File: config.mk
export PLATFORM = sky130hd
export DESIGN_NAME = i2s_capture_ctrl
export DESIGN_NICKNAME = d
export VERILOG_FILES = /design/src/rtl/i2s_capture_ctrl.sv
export SDC_FILE = /design/constraint.sdc
export NUM_CORES = 1
export LEC_CHECK = 0
export ABC_CLOCK_PERIOD_IN_PS = 7900
export CAP_MARGIN = 10
export CORE_UTILIZATION = 50
export CTS_BUF_LIST = sky130_fd_sc_hd__clkbuf_8
export DETAILED_ROUTE_END_ITERATION = 12
export GPL_TIMING_DRIVEN = 0
export PLACE_DENSITY = 0.68
export SETUP_SLACK_MARGIN = 0.02
export SYNTH_ARGS = -nofsm -noshare
export SYNTH_HDL_FRONTEND = slang
export SYNTH_SLANG_ARGS = --single-unit
File: constraint.sdc
create_clock -name clk -period 7.9 [get_ports clk]
set_input_delay 1.58 -clock clk [delete_from_list [all_inputs] [get_ports clk]]
set_output_delay 1.58 -clock clk [all_outputs]
set_load 0.01 [all_outputs]
File: src/rtl/i2s_capture_ctrl.sv
// Capture sequencer for the I2S microphone receiver: warm-up discard, counted or
// continuous capture, and a show-ahead sample FIFO drained by the bus wrapper.
module i2s_capture_ctrl #(
  parameter int DATA_W        = 32,
  parameter int SAMPLE_W      = 24,
  parameter int FIFO_DEPTH    = 16,
  parameter int WARMUP_FRAMES = 4,
  parameter int CNT_W         = 16
) (
  input  logic                          clk,
  input  logic                          rst_n,
  input  logic                          start,
  input  logic                          stop,
  input  logic [CNT_W-1:0]              cfg_num_frames,
  input  logic [$clog2(FIFO_DEPTH):0]   cfg_thresh,
  input  logic                          clr_ovf,
  output logic                          i2s_en,
  input  logic                          i2s_done,
  input  logic [DATA_W-1:0]             i2s_data,
  output logic                          i2s_ack_done,
  output logic                          i2s_ack_data,
  input  logic                          rd_en,
  output logic [SAMPLE_W-1:0]           rd_data,
  output logic                          fifo_empty,
  output logic                          fifo_full,
  output logic [$clog2(FIFO_DEPTH):0]   fifo_count,
  output logic                          busy,
  output logic                          cap_done,
  output logic                          ovf,
  output logic                          irq
);

  localparam int AW = $clog2(FIFO_DEPTH);
  localparam logic [CNT_W-1:0] WARM_LAST = CNT_W'((WARMUP_FRAMES > 0) ? (WARMUP_FRAMES - 1) : 0);

  typedef enum logic [1:0] {
    ST_IDLE    = 2'd0,
    ST_WARMUP  = 2'd1,
    ST_CAPTURE = 2'd2
  } state_t;

  state_t              r_state;
  logic                r_done_q;
  logic                r_busy;
  logic                r_en;
  logic                r_ack;
  logic                r_cap_done;
  logic                r_ovf;
  logic [CNT_W-1:0]    r_wcnt;
  logic [CNT_W-1:0]    r_fcnt;
  logic [CNT_W-1:0]    r_num;
  logic [AW-1:0]       r_wptr;
  logic [AW-1:0]       r_rptr;
  logic [AW:0]         r_count;
  logic [SAMPLE_W-1:0] r_mem [FIFO_DEPTH];

  logic                w_evt;
  logic                w_full;
  logic                w_empty;
  logic                w_start;
  logic                w_cap_evt;
  logic                w_push;
  logic                w_drop;
  logic                w_pop;
  logic                w_last;
  logic [CNT_W-1:0]    w_fcnt_nxt;
  logic                w_unused_lsbs;

  assign w_evt      = i2s_done & ~r_done_q;
  assign w_full     = (r_count == (AW+1)'(FIFO_DEPTH));
  assign w_empty    = (r_count == '0);
  // stop beats start when both arrive in IDLE
  assign w_start    = start & ~stop & (r_state == ST_IDLE);
  assign w_cap_evt  = w_evt & ~stop & (r_state == ST_CAPTURE);
  assign w_push     = w_cap_evt & (~w_full | rd_en);
  assign w_drop     = w_cap_evt & w_full & ~rd_en;
  assign w_pop      = rd_en & ~w_empty & ~w_start;
  assign w_fcnt_nxt = r_fcnt + CNT_W'(1);
  assign w_last     = (r_num != '0) && (w_fcnt_nxt == r_num);
  assign w_unused_lsbs = ^i2s_data[DATA_W-SAMPLE_W-1:0];

  always_ff @(posedge clk or negedge rst_n) begin
    if (!rst_n) begin
      r_state    <= ST_IDLE;
      r_done_q   <= 1'b0;
      r_busy     <= 1'b0;
      r_en       <= 1'b0;
      r_ack      <= 1'b0;
      r_cap_done <= 1'b0;
      r_wcnt     <= '0;
      r_fcnt     <= '0;
      r_num      <= '0;
    end else begin
      r_done_q   <= i2s_done;
      r_ack      <= w_evt & (r_state != ST_IDLE);
      r_cap_done <= 1'b0;
      case (r_state)
        ST_IDLE: begin
          if (w_start) begin
            r_num  <= cfg_num_frames;
            r_wcnt <= '0;
            r_fcnt <= '0;
            r_busy <= 1'b1;
            r_en   <= 1'b1;
            r_state <= (WARMUP_FRAMES == 0) ? ST_CAPTURE : ST_WARMUP;
          end
        end
        ST_WARMUP: begin
          if (stop) begin
            r_state <= ST_IDLE;
            r_busy  <= 1'b0;
            r_en    <= 1'b0;
          end else if (w_evt) begin
            if (r_wcnt == WARM_LAST) begin
              r_state <= ST_CAPTURE;
            end else begin
              r_wcnt <= r_wcnt + CNT_W'(1);
            end
          end
        end
        ST_CAPTURE: begin
          if (stop) begin
            r_state <= ST_IDLE;
            r_busy  <= 1'b0;
            r_en    <= 1'b0;
          end else if (w_evt) begin
            r_fcnt <= w_fcnt_nxt;
            if (w_last) begin
              r_state    <= ST_IDLE;
              r_busy     <= 1'b0;
              r_en       <= 1'b0;
              r_cap_done <= 1'b1;
            end
          end
        end
        default: begin
          r_state <= ST_IDLE;
          r_busy  <= 1'b0;
          r_en    <= 1'b0;
        end
      endcase
    end
  end

  always_ff @(posedge clk or negedge rst_n) begin
    if (!rst_n) begin
      r_wptr  <= '0;
      r_rptr  <= '0;
      r_count <= '0;
    end else if (w_start) begin
      r_wptr  <= '0;
      r_rptr  <= '0;
      r_count <= '0;
    end else begin
      if (w_push) r_wptr <= r_wptr + AW'(1);
      if (w_pop)  r_rptr <= r_rptr + AW'(1);
      case ({w_push, w_pop})
        2'b10:   r_count <= r_count + (AW+1)'(1);
        2'b01:   r_count <= r_count - (AW+1)'(1);
        default: r_count <= r_count;
      endcase
    end
  end

  always_ff @(posedge clk) begin
    if (w_push) r_mem[r_wptr] <= i2s_data[DATA_W-1 -: SAMPLE_W];
  end

  // a drop in the same cycle as clr_ovf keeps the flag set
  always_ff @(posedge clk or negedge rst_n) begin
    if (!rst_n) begin
      r_ovf <= 1'b0;
    end else if (w_start) begin
      r_ovf <= 1'b0;
    end else if (w_drop) begin
      r_ovf <= 1'b1;
    end else if (clr_ovf) begin
      r_ovf <= 1'b0;
    end else begin
      r_ovf <= r_ovf;
    end
  end

  assign i2s_en       = r_en;
  assign i2s_ack_done = r_ack;
  assign i2s_ack_data = 1'b0;
  assign rd_data      = r_mem[r_rptr];
  assign fifo_empty   = w_empty;
  assign fifo_full    = w_full;
  assign fifo_count   = r_count;
  assign busy         = r_busy;
  assign cap_done     = r_cap_done;
  assign ovf          = r_ovf;
  assign irq          = ((cfg_thresh != '0) && (r_count >= cfg_thresh)) || r_ovf;

endmodule
==> out/results.ini <==
[outcome]
status=finished clean

[clock_tree]
cts_setup_buffers=0
cts_root_buf=clkbuf_8
cts_num_sinks=452
clk_pin_slew_worst_paths_ps=60
cts_buffer_depth=3
numCtsBuffers=73
cts_tree=built
clk_latency_ps=600
cts_resized=0
postCtsHoldBufs=0
cts_max_level=3

[global_routing]
busiest_layer=met2
grt_use_total_pct=22.89
grt_first_pass_wirelength_mm=64.90
antenna_found_initial=0
use_met1_pct=31.59
grt_max_degree=69
grt_pass1_vias=11202
grt_util_met3_pct=4.951
grt_use_met2_pct=36.21
overflow=0

[place]
place_congestion=0.8067
io_buffers=88
hpwl_mm=27.34

[route]
dr_total_vias=11031
first_pass_iters=5
drtIter0Drc=969
routed_wl_mm=42.68
antenna_left=0
wl_per_cell_um=22.38
drc=0
vias_per_cell=5.784

[pwr]
p_comb_share_pct=27.9
seq_power_share_pct=43.4
ir_drop_mv=0.1663
p_leak_nw=7.742
switching_share_pct=30.18
pwr-share-clk_pct=28.7
p_switching_w=0.001862
intPower_w=0.004307
power_density_nw_per_um2=281.4

[sta]
worst_pin_slew_ps=1168
hold_viol=0
fin_setup_tns_ps=0
period_minus_slack_ps=5493
timing.fmax_ghz=0.1821
finalSetupViolCount=0
grt_setup_unrepaired=no
relSlewSlack_pct=22.13
skew_ps=14.80
finalMaxSlewViolations=0
fin_crit_sh_pct=69.53

[yosys]
synth_edf_count=384
synth_top_cell_area_share_pct=61.35
mappedNetlistNets=1280
yosysTopAreaCell=edfxtp_1
ys_ff_latch=452
synth.distinct_cells=57
synth_area_leaders=edfxtp_1, dfrtp_1, mux4_2, mux2i_1, nand2_1
syn_avg_cell_area_sq_um=15.61
async_flop_share_pct=15.04
ys.flop_type=edfxtp_1
syn_inst=1204
syn_area_sq_um=18790
yosys_warnings=0
ys_seq_area_share_pct=70.41

[cells_and_area]
antenna_cells=0
drive_above_1_share_pct=14.32
final_util_pct=59.60
num-nets-final=1462
nFillCells=2793
synthToLayoutAreaGrowth_pct=16.66

[die]
core-area_sq_um=36790
die_y_um=195.9
rows=70
start_util_pct=51.09
num_io_pins=98
die_w_um=195.9
die_area_sq_um=38370

[setup_path]
cp_slowest_cell=clkbuf_1
crit_arrival_ps=3910
worstSetupPathType=reg2out
worst-endpoint-required_ps=6320
critPathMaxFanout=10
worst_path_most_repeated_cell=clkbuf_1
start_kind=register
max_stage_delay_ps=690
cp_cell_sequence=clkbuf_1 > clkbuf_1 > clkbuf_1 > mux4_2 > a22oi_1 > nand2_1 > clkdlybuf4s50_1
end_kind=output port

[job]
drv_cap=0

[min_path]
hold_path.class=reg2reg

[cells in the final DEF (no fill, tap or decap), types with 10 or more instances in the layout]
master,Yosys,final
edfxtp_1,384,384
mux2i_1,83,83
clkbuf_8,0,76
a221oi_1,24,24
nor2b_1,10,10
xnor2_1,23,23
mux4_2,48,48
a21oi_1,35,35
a22oi_1,24,24
clkdlybuf4s50_1,0,87
mux2_2,18,18
nand2_1,118,118
ha_1,15,15
clkbuf_1,37,37
o21ai_0,71,71
dfrtp_1,68,68
nand4_1,15,15
inv_1,17,48
clkinv_1,0,14
nand3_1,16,16
nor2_1,54,50
xor2_1,21,21
buf_2,10,10
[cells in the mapped netlist, types with 15 or more instances]
library cell,instances
edfxtp_1,384
nand2_1,118
mux2i_1,83
o21ai_0,71
dfrtp_1,68
nor2_1,54
mux4_2,48
clkbuf_1,37
a21oi_1,35
a221oi_1,24
a22oi_1,24
xnor2_1,23
xor2_1,21
mux2_2,18
inv_1,17
nand3_1,16
ha_1,15
nand4_1,15
[final timing paths]
path / start / end / slack (ps) / cells past startpoint
setup / recovery: r_rptr[1]$_DFFE_PN0P_ / rd_data[16] / 2410 / 7
hold / removal: r_num[10]$_DFFE_PN0P_ / r_num[10]$_DFFE_PN0P_ / 540 / 2
min in group asynchronous: rst_n / r_wcnt[4]$_DFFE_PN0P_ / 1080 / 1
max in group asynchronous: rst_n / r_num[6]$_DFFE_PN0P_ / 6210 / 1
setup reg to reg: r_state[0]$_DFFE_PN0P_ / r_mem[7][3]$_DFFE_PP_ / 4600 / 6
hold reg to reg: r_num[10]$_DFFE_PN0P_ / r_num[10]$_DFFE_PN0P_ / 540 / 2
[worst max-delay path: cells and delay by family, from the launching register on]
family                 cells  cell delay (ps)
multiplexers               1              420
AND/OR/NAND/NOR            1              150
buffers and inverters      4             2200
AO/OA/AOI/OAI              1              180
flip-flops                 1              350
[final cells by class]
class                      instances  area (sq um)  share of cell area, %
buffer                            61         259.0                  1.181
clock buffer                      76          1046                  4.771
clock inverter                    52         210.2                 0.9587
inverter                          17         63.81                 0.2910
multi-input combinational        674          5294                  24.15
sequential                       452         13230                  60.35
tap                              468         585.6                  2.671
timing repair buffer             107          1234                  5.627
[flip-flops by register name, summed over array words and instances (netlist names), 2 cells and up]
name        cells
fifo_count      5
r_rptr          4
r_wptr          4
r_state         2
r_fcnt         16
r_mem         384
r_num          16
r_wcnt         16
[logic make-up (layout without fill, tap and decap cells)]
kind of cell,count (synthesis),count (layout),share of synthesized area [%]
simple gates,279,279,7.143
xor+xnor,44,44,2.050
mux,149,149,11.25
buf+inv,78,313,1.718
flops,452,452,70.41
compound gates,185,185,6.305
other cells,1,1,0.01995
fa+ha+maj,16,16,1.105
[metal layers]
layer / vias up / wire [um]
li1: 5023 / -
met1: 5524 / 18340
met2: 394 / 20240
met3: 90 / 3010
met4: 0 / 1095
met5: - / 0
[through the flow]
| step | cells | hold WS, ps | power [W] | worst slack (ps) | area, sq um |
|---|---|---|---|---|---|
| floorplan | 1204 | 487.6 | 0.003755 | 3192 | 18790 |
| global placement | 1760 | 512.9 | 0.004424 | 388.5 | 20260 |
| detailed placement | 1778 | 521.9 | 0.004453 | 2679 | 20650 |
| CTS | 1906 | 534.6 | 0.006215 | 2331 | 21910 |
| global route | 1907 | 558.4 | 0.006450 | 2205 | 21920 |
| finish | 1907 | 536.0 | 0.006169 | 2407 | 21920 |
[power groups by stage]
stage	logic, W	clock network, W	registers [W]
after floorplan	0.00104	0	0.00272
after global placement	0.00170	0	0.00273
after detailed placement	0.00173	0	0.00273
after CTS	0.00173	0.00181	0.00268
after global routing	0.00186	0.00190	0.00268
final	0.00172	0.00177	0.00268
Power figures use the tool's default switching activity.
